===== src/rtl/alu_result_if.sv =====
// alu_result_if: handshake/bus bundle between the ALU, the result stage and
// writeback.
//   master : ALU/writeback side (drives push-side data, Flush, OutReady)
//   slave  : the result stage (drives InReady, head outputs, Flags, OpCount)
interface alu_result_if #(
    parameter int WIDTH    = 16,
    parameter int REG_BITS = 3
);
    logic                InValid;
    logic                InReady;
    logic [WIDTH-1:0]    Result;
    logic                Zero;
    logic                Overflow;
    logic                CarryOut;
    logic [REG_BITS-1:0] RegDst;
    logic                RegWrite;
    logic                FlagWrite;
    logic                Flush;
    logic                OutValid;
    logic                OutReady;
    logic [WIDTH-1:0]    OutData;
    logic [REG_BITS-1:0] OutRegDst;
    logic                OutRegWrite;
    logic [3:0]          Flags;
    logic [15:0]         OpCount;

    modport master (
        output InValid, Result, Zero, Overflow, CarryOut, RegDst, RegWrite,
               FlagWrite, Flush, OutReady,
        input  InReady, OutValid, OutData, OutRegDst, OutRegWrite, Flags, OpCount
    );

    modport slave (
        input  InValid, Result, Zero, Overflow, CarryOut, RegDst, RegWrite,
               FlagWrite, Flush, OutReady,
        output InReady, OutValid, OutData, OutRegDst, OutRegWrite, Flags, OpCount
    );
endinterface


===== src/rtl/alu_result_stage.sv =====
// alu_result_stage: registered EX-to-writeback stage behind the ALU.
// Buffers {Result, RegDst, RegWrite} in a 2-entry in-order FIFO, presents the
// head to writeback over valid/ready, keeps the {N,Z,C,V} flags and counts
// retired (popped) operations.
// Ports:
//   Clock - rising-edge clock
//   Reset - synchronous, active-high reset
//   bus   - alu_result_if.slave: push side (InValid/InReady, Result, flags in,
//           RegDst, RegWrite, FlagWrite), Flush, pop side (OutValid/OutReady,
//           OutData, OutRegDst, OutRegWrite), Flags, OpCount
module alu_result_stage #(
    parameter int WIDTH    = 16,
    parameter int REG_BITS = 3
) (
    input  logic        Clock,
    input  logic        Reset,
    alu_result_if.slave bus
);
    typedef struct packed {
        logic [WIDTH-1:0]    data;
        logic [REG_BITS-1:0] dst;
        logic                wr;
    } entry_t;

    entry_t      mem [2];
    entry_t      head, head_n, in_e;
    logic        rptr, wptr, rptr_n, wptr_n;
    logic [1:0]  count, cnt_n;
    logic [3:0]  flags;
    logic [15:0] ops;
    logic        push, pop;

    assign bus.InReady     = (count < 2'd2);
    assign bus.OutValid    = (count != 2'd0);
    assign bus.OutData     = head.data;
    assign bus.OutRegDst   = head.dst;
    assign bus.OutRegWrite = head.wr;
    assign bus.Flags       = flags;
    assign bus.OpCount     = ops;

    // Flush drops a same-cycle push entirely (no store, no flag update),
    // while a same-cycle pop still completes.
    assign push = bus.InValid & bus.InReady & ~bus.Flush;
    assign pop  = bus.OutValid & bus.OutReady;

    always_comb begin
        in_e = '{data: bus.Result, dst: bus.RegDst, wr: bus.RegWrite};
    end

    always_comb begin
        cnt_n  = count;
        rptr_n = rptr;
        wptr_n = wptr;
        head_n = head;
        if (push && !pop)
            cnt_n = count + 2'd1;
        else if (pop && !push)
            cnt_n = count - 2'd1;
        if (push) wptr_n = ~wptr;
        if (pop)  rptr_n = ~rptr;
        if (bus.Flush) begin
            cnt_n  = 2'd0;
            rptr_n = 1'b0;
            wptr_n = 1'b0;
        end
        // Head is a register loaded with next cycle's head entry. When the
        // slot being written is also the next head (empty, or single entry
        // replaced by push+pop), it must come from the incoming data rather
        // than the stale storage. When the buffer goes empty the head holds.
        if (cnt_n != 2'd0)
            head_n = (push && (wptr == rptr_n)) ? in_e : mem[rptr_n];
    end

    always_ff @(posedge Clock) begin
        if (Reset) begin
            mem[0] <= '0;
            mem[1] <= '0;
            head   <= '0;
            rptr   <= 1'b0;
            wptr   <= 1'b0;
            count  <= 2'd0;
            flags  <= 4'b0000;
            ops    <= 16'd0;
        end else begin
            if (push)
                mem[wptr] <= in_e;
            head  <= head_n;
            rptr  <= rptr_n;
            wptr  <= wptr_n;
            count <= cnt_n;
            if (push && bus.FlagWrite)
                flags <= {bus.Result[WIDTH-1], bus.Zero, bus.CarryOut, bus.Overflow};
            if (pop)
                ops <= ops + 16'd1;
        end
    end
endmodule


===== src/flat_wrapper.sv =====
// flat-port wrapper written by rule: the top's interface ports become plain ports
module alu_result_stage_flat 
#(
    parameter int WIDTH    = 16,
    parameter int REG_BITS = 3
)
  (Clock, Reset, bus_InValid, bus_Result, bus_Zero, bus_Overflow, bus_CarryOut, bus_RegDst, bus_RegWrite, bus_FlagWrite, bus_Flush, bus_OutReady, bus_InReady, bus_OutValid, bus_OutData, bus_OutRegDst, bus_OutRegWrite, bus_Flags, bus_OpCount);
  alu_result_if #(.WIDTH(WIDTH), .REG_BITS(REG_BITS)) bus_i ();
  input  logic Clock;
  input  logic Reset;
  input wire logic [$bits(bus_i.InValid)-1:0] bus_InValid;
  input wire logic [$bits(bus_i.Result)-1:0] bus_Result;
  input wire logic [$bits(bus_i.Zero)-1:0] bus_Zero;
  input wire logic [$bits(bus_i.Overflow)-1:0] bus_Overflow;
  input wire logic [$bits(bus_i.CarryOut)-1:0] bus_CarryOut;
  input wire logic [$bits(bus_i.RegDst)-1:0] bus_RegDst;
  input wire logic [$bits(bus_i.RegWrite)-1:0] bus_RegWrite;
  input wire logic [$bits(bus_i.FlagWrite)-1:0] bus_FlagWrite;
  input wire logic [$bits(bus_i.Flush)-1:0] bus_Flush;
  input wire logic [$bits(bus_i.OutReady)-1:0] bus_OutReady;
  output wire logic [$bits(bus_i.InReady)-1:0] bus_InReady;
  output wire logic [$bits(bus_i.OutValid)-1:0] bus_OutValid;
  output wire logic [$bits(bus_i.OutData)-1:0] bus_OutData;
  output wire logic [$bits(bus_i.OutRegDst)-1:0] bus_OutRegDst;
  output wire logic [$bits(bus_i.OutRegWrite)-1:0] bus_OutRegWrite;
  output wire logic [$bits(bus_i.Flags)-1:0] bus_Flags;
  output wire logic [$bits(bus_i.OpCount)-1:0] bus_OpCount;
  assign bus_i.InValid = bus_InValid;
  assign bus_i.Result = bus_Result;
  assign bus_i.Zero = bus_Zero;
  assign bus_i.Overflow = bus_Overflow;
  assign bus_i.CarryOut = bus_CarryOut;
  assign bus_i.RegDst = bus_RegDst;
  assign bus_i.RegWrite = bus_RegWrite;
  assign bus_i.FlagWrite = bus_FlagWrite;
  assign bus_i.Flush = bus_Flush;
  assign bus_i.OutReady = bus_OutReady;
  assign bus_InReady = bus_i.InReady;
  assign bus_OutValid = bus_i.OutValid;
  assign bus_OutData = bus_i.OutData;
  assign bus_OutRegDst = bus_i.OutRegDst;
  assign bus_OutRegWrite = bus_i.OutRegWrite;
  assign bus_Flags = bus_i.Flags;
  assign bus_OpCount = bus_i.OpCount;
  alu_result_stage #(.WIDTH(WIDTH), .REG_BITS(REG_BITS)) u_core (.Clock(Clock), .Reset(Reset), .bus(bus_i));
endmodule

===== config.mk =====
export PLATFORM = sky130hd
export DESIGN_NAME = alu_result_stage_flat
export DESIGN_NICKNAME = d
export VERILOG_FILES = /design/src/rtl/alu_result_if.sv /design/src/rtl/alu_result_stage.sv /design/src/flat_wrapper.sv
export SDC_FILE = /design/constraint.sdc
export NUM_CORES = 1
export LEC_CHECK = 0
export ABC_AREA = 1
export BUFFER_PORTS_ARGS = -buffer_cell sky130_fd_sc_hd__buf_2
export CAP_MARGIN = 20
export CELL_PAD_IN_SITES_DETAIL_PLACEMENT = 0
export CELL_PAD_IN_SITES_GLOBAL_PLACEMENT = 2
export CORE_AREA = 2 2 155 111
export DETAILED_ROUTE_END_ITERATION = 6
export DIE_AREA = 0 0 157 113
export GPL_TIMING_DRIVEN = 1
export PLACE_DENSITY = 0.64
export SLEW_MARGIN = 30
export SYNTH_ARGS = -nofsm -noshare
export SYNTH_HDL_FRONTEND = slang
export SYNTH_SLANG_ARGS = --single-unit

===== constraint.sdc =====
create_clock -name Clock -period 3.1 [get_ports Clock]
set_input_delay 0.775 -clock Clock [delete_from_list [all_inputs] [get_ports Clock]]
set_output_delay 0.775 -clock Clock [all_outputs]
set_load 0.05 [all_outputs]

* After elaboration in Yosys (flattened, before gate mapping) *
Memories as Yosys holds them, arrays and structs flattened. A register that Yosys moved wholly into a read port is not among the register bits.
Index checks and enable logic that the tools add are counted.

storage, ports and cells
  bits in registers = 24
  memory bits (writable) = 40
  input bits = 29
  output and inout port bits = 42
  memories kept = 1

memories
  name        depth  bits a word  read ports  clocked after memory_dff  write ports  line                    text
  u_core.mem  2      20           1           1                         2            alu_result_stage.sv:25  entry_t mem [2];

cells by class
  $add $sub $neg = 3
  magnitude comparators = 1
  mux-type cells = 13
  bitwise gates (word level) = 6
  reduce and logical (&&, ||, !) cells = 9

operators by type and width
  operator                 number
  $mux W20                 1
  $reduce_or A20 Y1        1
  $add A16 B1 Y16 const B  1
  $mux W1                  9
  $mux W2                  3
  $reduce_bool A2 Y1       2
  $and A1 B1 Y1            3
  $logic_and A1 B1 Y1      3
  $not A1 Y1               3
  $add A2 B1 Y2 const B    1
  $logic_not A1 Y1         2
  $lt A2 B2 Y1 const B     1
  $reduce_or A2 Y1         1
  $sub A2 B1 Y2 const B    1

* Logic depth before layout (Yosys ltp) *
  depth in word-level cells = 9
  mapped depth = 14

* Worst setup path after synthesis *
OpenSTA, ideal clock, no wires.

  path kind = in2reg
  start = in Reset
  end = mem u_core.mem[0][0] in the netlist's numbering, enable pin
  setup time = 395 ps
  arrival time = 1,960 ps
  required time = 2,705 ps
  path slack = 745 ps
  stages on the path = 5
  buffers on the path = 2
  cell sequence = clkbuf_1 -> nor2_1 -> nand2_1 -> clkbuf_1 -> nand2_1

RTL lines
  element      line                    text
  from (decl)  flat_wrapper.sv:10      input logic Reset;
  to (decl)    alu_result_stage.sv:25

* Final worst setup path *
  start = reg u_core.count[1]
  end = reg u_core.bus.OutData[15] (netlist name)

on the way
  cells in the longest elaborated chain, start to end = 9
  elaborated cells on any way between the ends = 17
  classes of those cells = 2 x add/sub; 1 x order compare; 5 x mux; 3 x bitwise; 6 x reduce/logical

RTL lines
  element                     line                    text
  from (decl)                 alu_result_stage.sv:28  logic [1:0] count, cnt_n;
  from (signal assigned)      alu_result_stage.sv:90  count <= cnt_n;
  $lt A2 B2 Y1                alu_result_stage.sv:33  assign bus.InReady = (count < 2'd2);
  $and A1 B1 Y1 (2 in a row)  alu_result_stage.sv:43  assign push = bus.InValid & bus.InReady & ~bus.Flush;
  $logic_not A1 Y1            alu_result_stage.sv:57  else if (pop && !push)
  $logic_and A1 B1 Y1         alu_result_stage.sv:57
  $mux W2                     alu_result_stage.sv:57
  $mux W2                     alu_result_stage.sv:55  if (push && !pop)
  $mux W2                     alu_result_stage.sv:61  if (bus.Flush) begin
  $reduce_bool A2 Y1          alu_result_stage.sv:70  if (cnt_n != 2'd0)

Parallel ways exist; a longest one is shown, timed or not.
A chain may end at the register's enable or synchronous reset.

==> metrics <==
status finished, final reports clean; initial antenna violation count 0; Synth Instances 508; DP Worst Slack 0.598 ns; die height 113 µm; sequential area share after synthesis 52.1%; Routed wire per std cell 14.1 µm; Rel. slew slack 45.2%; final setup margin 0.864 ns; min-delay worst type flip-flop to flip-flop; CTS Buf Count 9; die width 157 µm; synth warn 0; dpl cell area 4570 µm²; I/O Buffers 70; PD cells 572 nW/µm²; synthesized flop and latch total 84; vias in the first global route 3288; buffers inserted by post-CTS timing repair 0; design area 4850 µm²; cell at the root of the clock tree clkbuf_16; Seq. cell area 2080 µm²; Top FF cell, synth dfxtp_1; Multi-input gate area 1550 µm²; Row Count 39; Detailed Routing Iterations Pass 1 4; critical path class flip-flop to flip-flop; Syn Std Cell Area 3990 µm²; Peak VDD IR 0.245 mV; worst reg2reg path depth 13; RSZ-0062 raised after global routing no; detailed placement HPWL 7530 µm; Final Hold Vio Count 0; ant diodes 0; setup slack, reg-to-reg 0.86 ns; # fillers 1778; Final Util 30.0%; die area 17700 µm²; Clock Sinks 84; Vias 3378; Area Growth Syn to Fin 21.4%; commonest non-fill, non-tap cell in the layout nand2_1; dpl cells 788; Hold Slack 0.480 ns; Top delay family on crit path simple AND/OR/NAND/NOR gates; Critical Path Source Type flip-flop; DRC viols 0; synth unique cells 28; Worst Min Path Start u_core.bus.Flags[0]; total power 2.77 mW; via/cell ratio 4.20; actual slew at the worst max-slew pin 0.820 ns; hold path cells 2; PostCTS Resize Cnt 0; Max Cap Viol 0; Core Region 16200 µm²; Nets 605; Worst path slowest cell nand2_1; Reg2Reg Capture Point u_core.bus.OutData[15]; LEAKAGE 2.25 nW; commonest non-fill, non-tap cells in the layout 112 x nand2_1, 108 x nor2_1, 70 x buf_2; Critical Path Fanout Max 20; reg2reg start u_core.count[1]; syn_nets 539; Final period util 72.1%; GPL Wtd Cong 0.726; hold-fix buffers at CTS 0; Cell Count, Final, Fillers Out 804; DR iter-0 viols 123; number of synthesized flops with an enable pin 40; gr ovfl total 0; Reg clk slew, reported paths 0.06 ns; Setup crit end kind flip-flop; largest net degree at the start of global routing 42; Clock Tree Buf Depth 2; CP cell instances inv_1 -> ha_1 -> inv_2 -> nand2_4 -> nand2_2 -> nand3_2 -> nand2_1 -> nand2_1 -> nand2_1 -> nand2_1 -> nand2_1 -> nor2_1 -> nor2_1; Clk Latency, worst-skew pair 0.34 ns; Antenna Nets Post-Route 0; Initial Util 24.7%; Hold Path End u_core.bus.Flags[0]; fraction of layout cells with a size suffix above 1 19.0%; crit path DAT 2.47 ns; Most common cell on crit path nand2_1; ys async rst share 0%; fin crit period 2.24 ns; TNS Setup 0 ns; Max Clk Rate 447 MHz; I/O Pins 71; Total Wirelength 11300 µm; Total GRT Usage 13.3%; Syn Area/Cell 7.86 µm²; CTS tree built; critical path buffer and inverter count 2; global-route wire length before repair 18000 µm; Worst EP required 3.33 ns; Final Skew 0.00794 ns; Pins Over Slew Limit 0; Final setup viols 0; Critical Path Max Stage Delay 0.49 ns; H-Tree Level Count 3
## report_power, final
| part | switching [mW] | internal, mW | leakage [nW] |
|---|---|---|---|
| Clock | 0.430 | 0.623 | 0.138 |
| Combinational | 0.336 | 0.128 | 1.34 |
| Sequential | 0.0295 | 1.23 | 0.775 |
| Total | 0.796 | 1.98 | 2.25 |
## kinds of logic after synthesis
| family | Yosys count | synth area share, % |
|---|---|---|
| AO/OA/AOI/OAI | 48 | 6.21 |
| adder cells (fa/ha/maj) | 2 | 0.627 |
| flip-flops | 84 | 52.1 |
| XOR/XNOR | 1 | 0.219 |
| AND/OR/NAND/NOR | 286 | 31.7 |
| buffers and inverters | 87 | 9.12 |
## worst max-delay path by stage
stage | from | end | slack [ns] | cells past startpoint
floorplan | Reset | u_core.mem[0][0] | 0.75 | 5
global placement | bus_Flush | u_core.bus.OutData[0] | 0.61 | 9
detailed placement | bus_Flush | u_core.bus.OutData[0] | 0.60 | 9
CTS | u_core.count[1] | u_core.bus.OutData[0] | 0.82 | 13
global route | u_core.count[1] | u_core.bus.OutRegDst[2] | 0.58 | 13
finish | u_core.count[1] | u_core.bus.OutData[15] | 0.86 | 13
## cell usage after synthesis (3+ instances only)
cell type	count	area, µm²
nor2_1	108	405
clkbuf_1	9	33.8
inv_2	5	18.8
nand2_1	112	420
a21oi_1	13	65.1
nor3_1	4	20.0
nand3b_1	21	158
nand3_1	27	135
nand3_2	3	30.0
dfxtp_1	44	881
inv_1	57	214
o21ai_0	33	165
buf_2	12	60.1
edfxtp_1	40	1200
## worst reg2reg max path: cells and delay by family, from the launching register on
family | cells | cell delay (ns)
flops | 1 | 0.31
fa+ha+maj | 1 | 0.20
buf+inv | 2 | 0.25
simple gates | 10 | 1.37
## metal layers
metal  GRT usage [%]  share of wire, %  up-vias
li1                -                 -     1736
met1            18.5                51     1576
met2            20.9                44       61
met3            3.22               4.4        5
met4            3.30              0.73        0
met5               0                 0        -
## registers in the layout, indices dropped and copies added (netlist names)
register	flops
u_core.bus.OutData	16
u_core.bus.OutRegDst	3
u_core.bus.Flags	4
u_core.rptr	1
u_core.bus.OutRegWrite	1
u_core.bus.OpCount	16
u_core.mem	40
u_core.wptr	1
u_core.count	2
## cell type report
class | instances | area share [%]
inverter | 62 | 4.80
clock inverter | 3 | 0.826
sequential | 84 | 42.9
timing repair buffer | 80 | 8.77
clock buffer | 13 | 4.95
multi-input combinational | 337 | 31.9
tap | 225 | 5.81
Note: power is estimated with default switching activity, not from simulation.
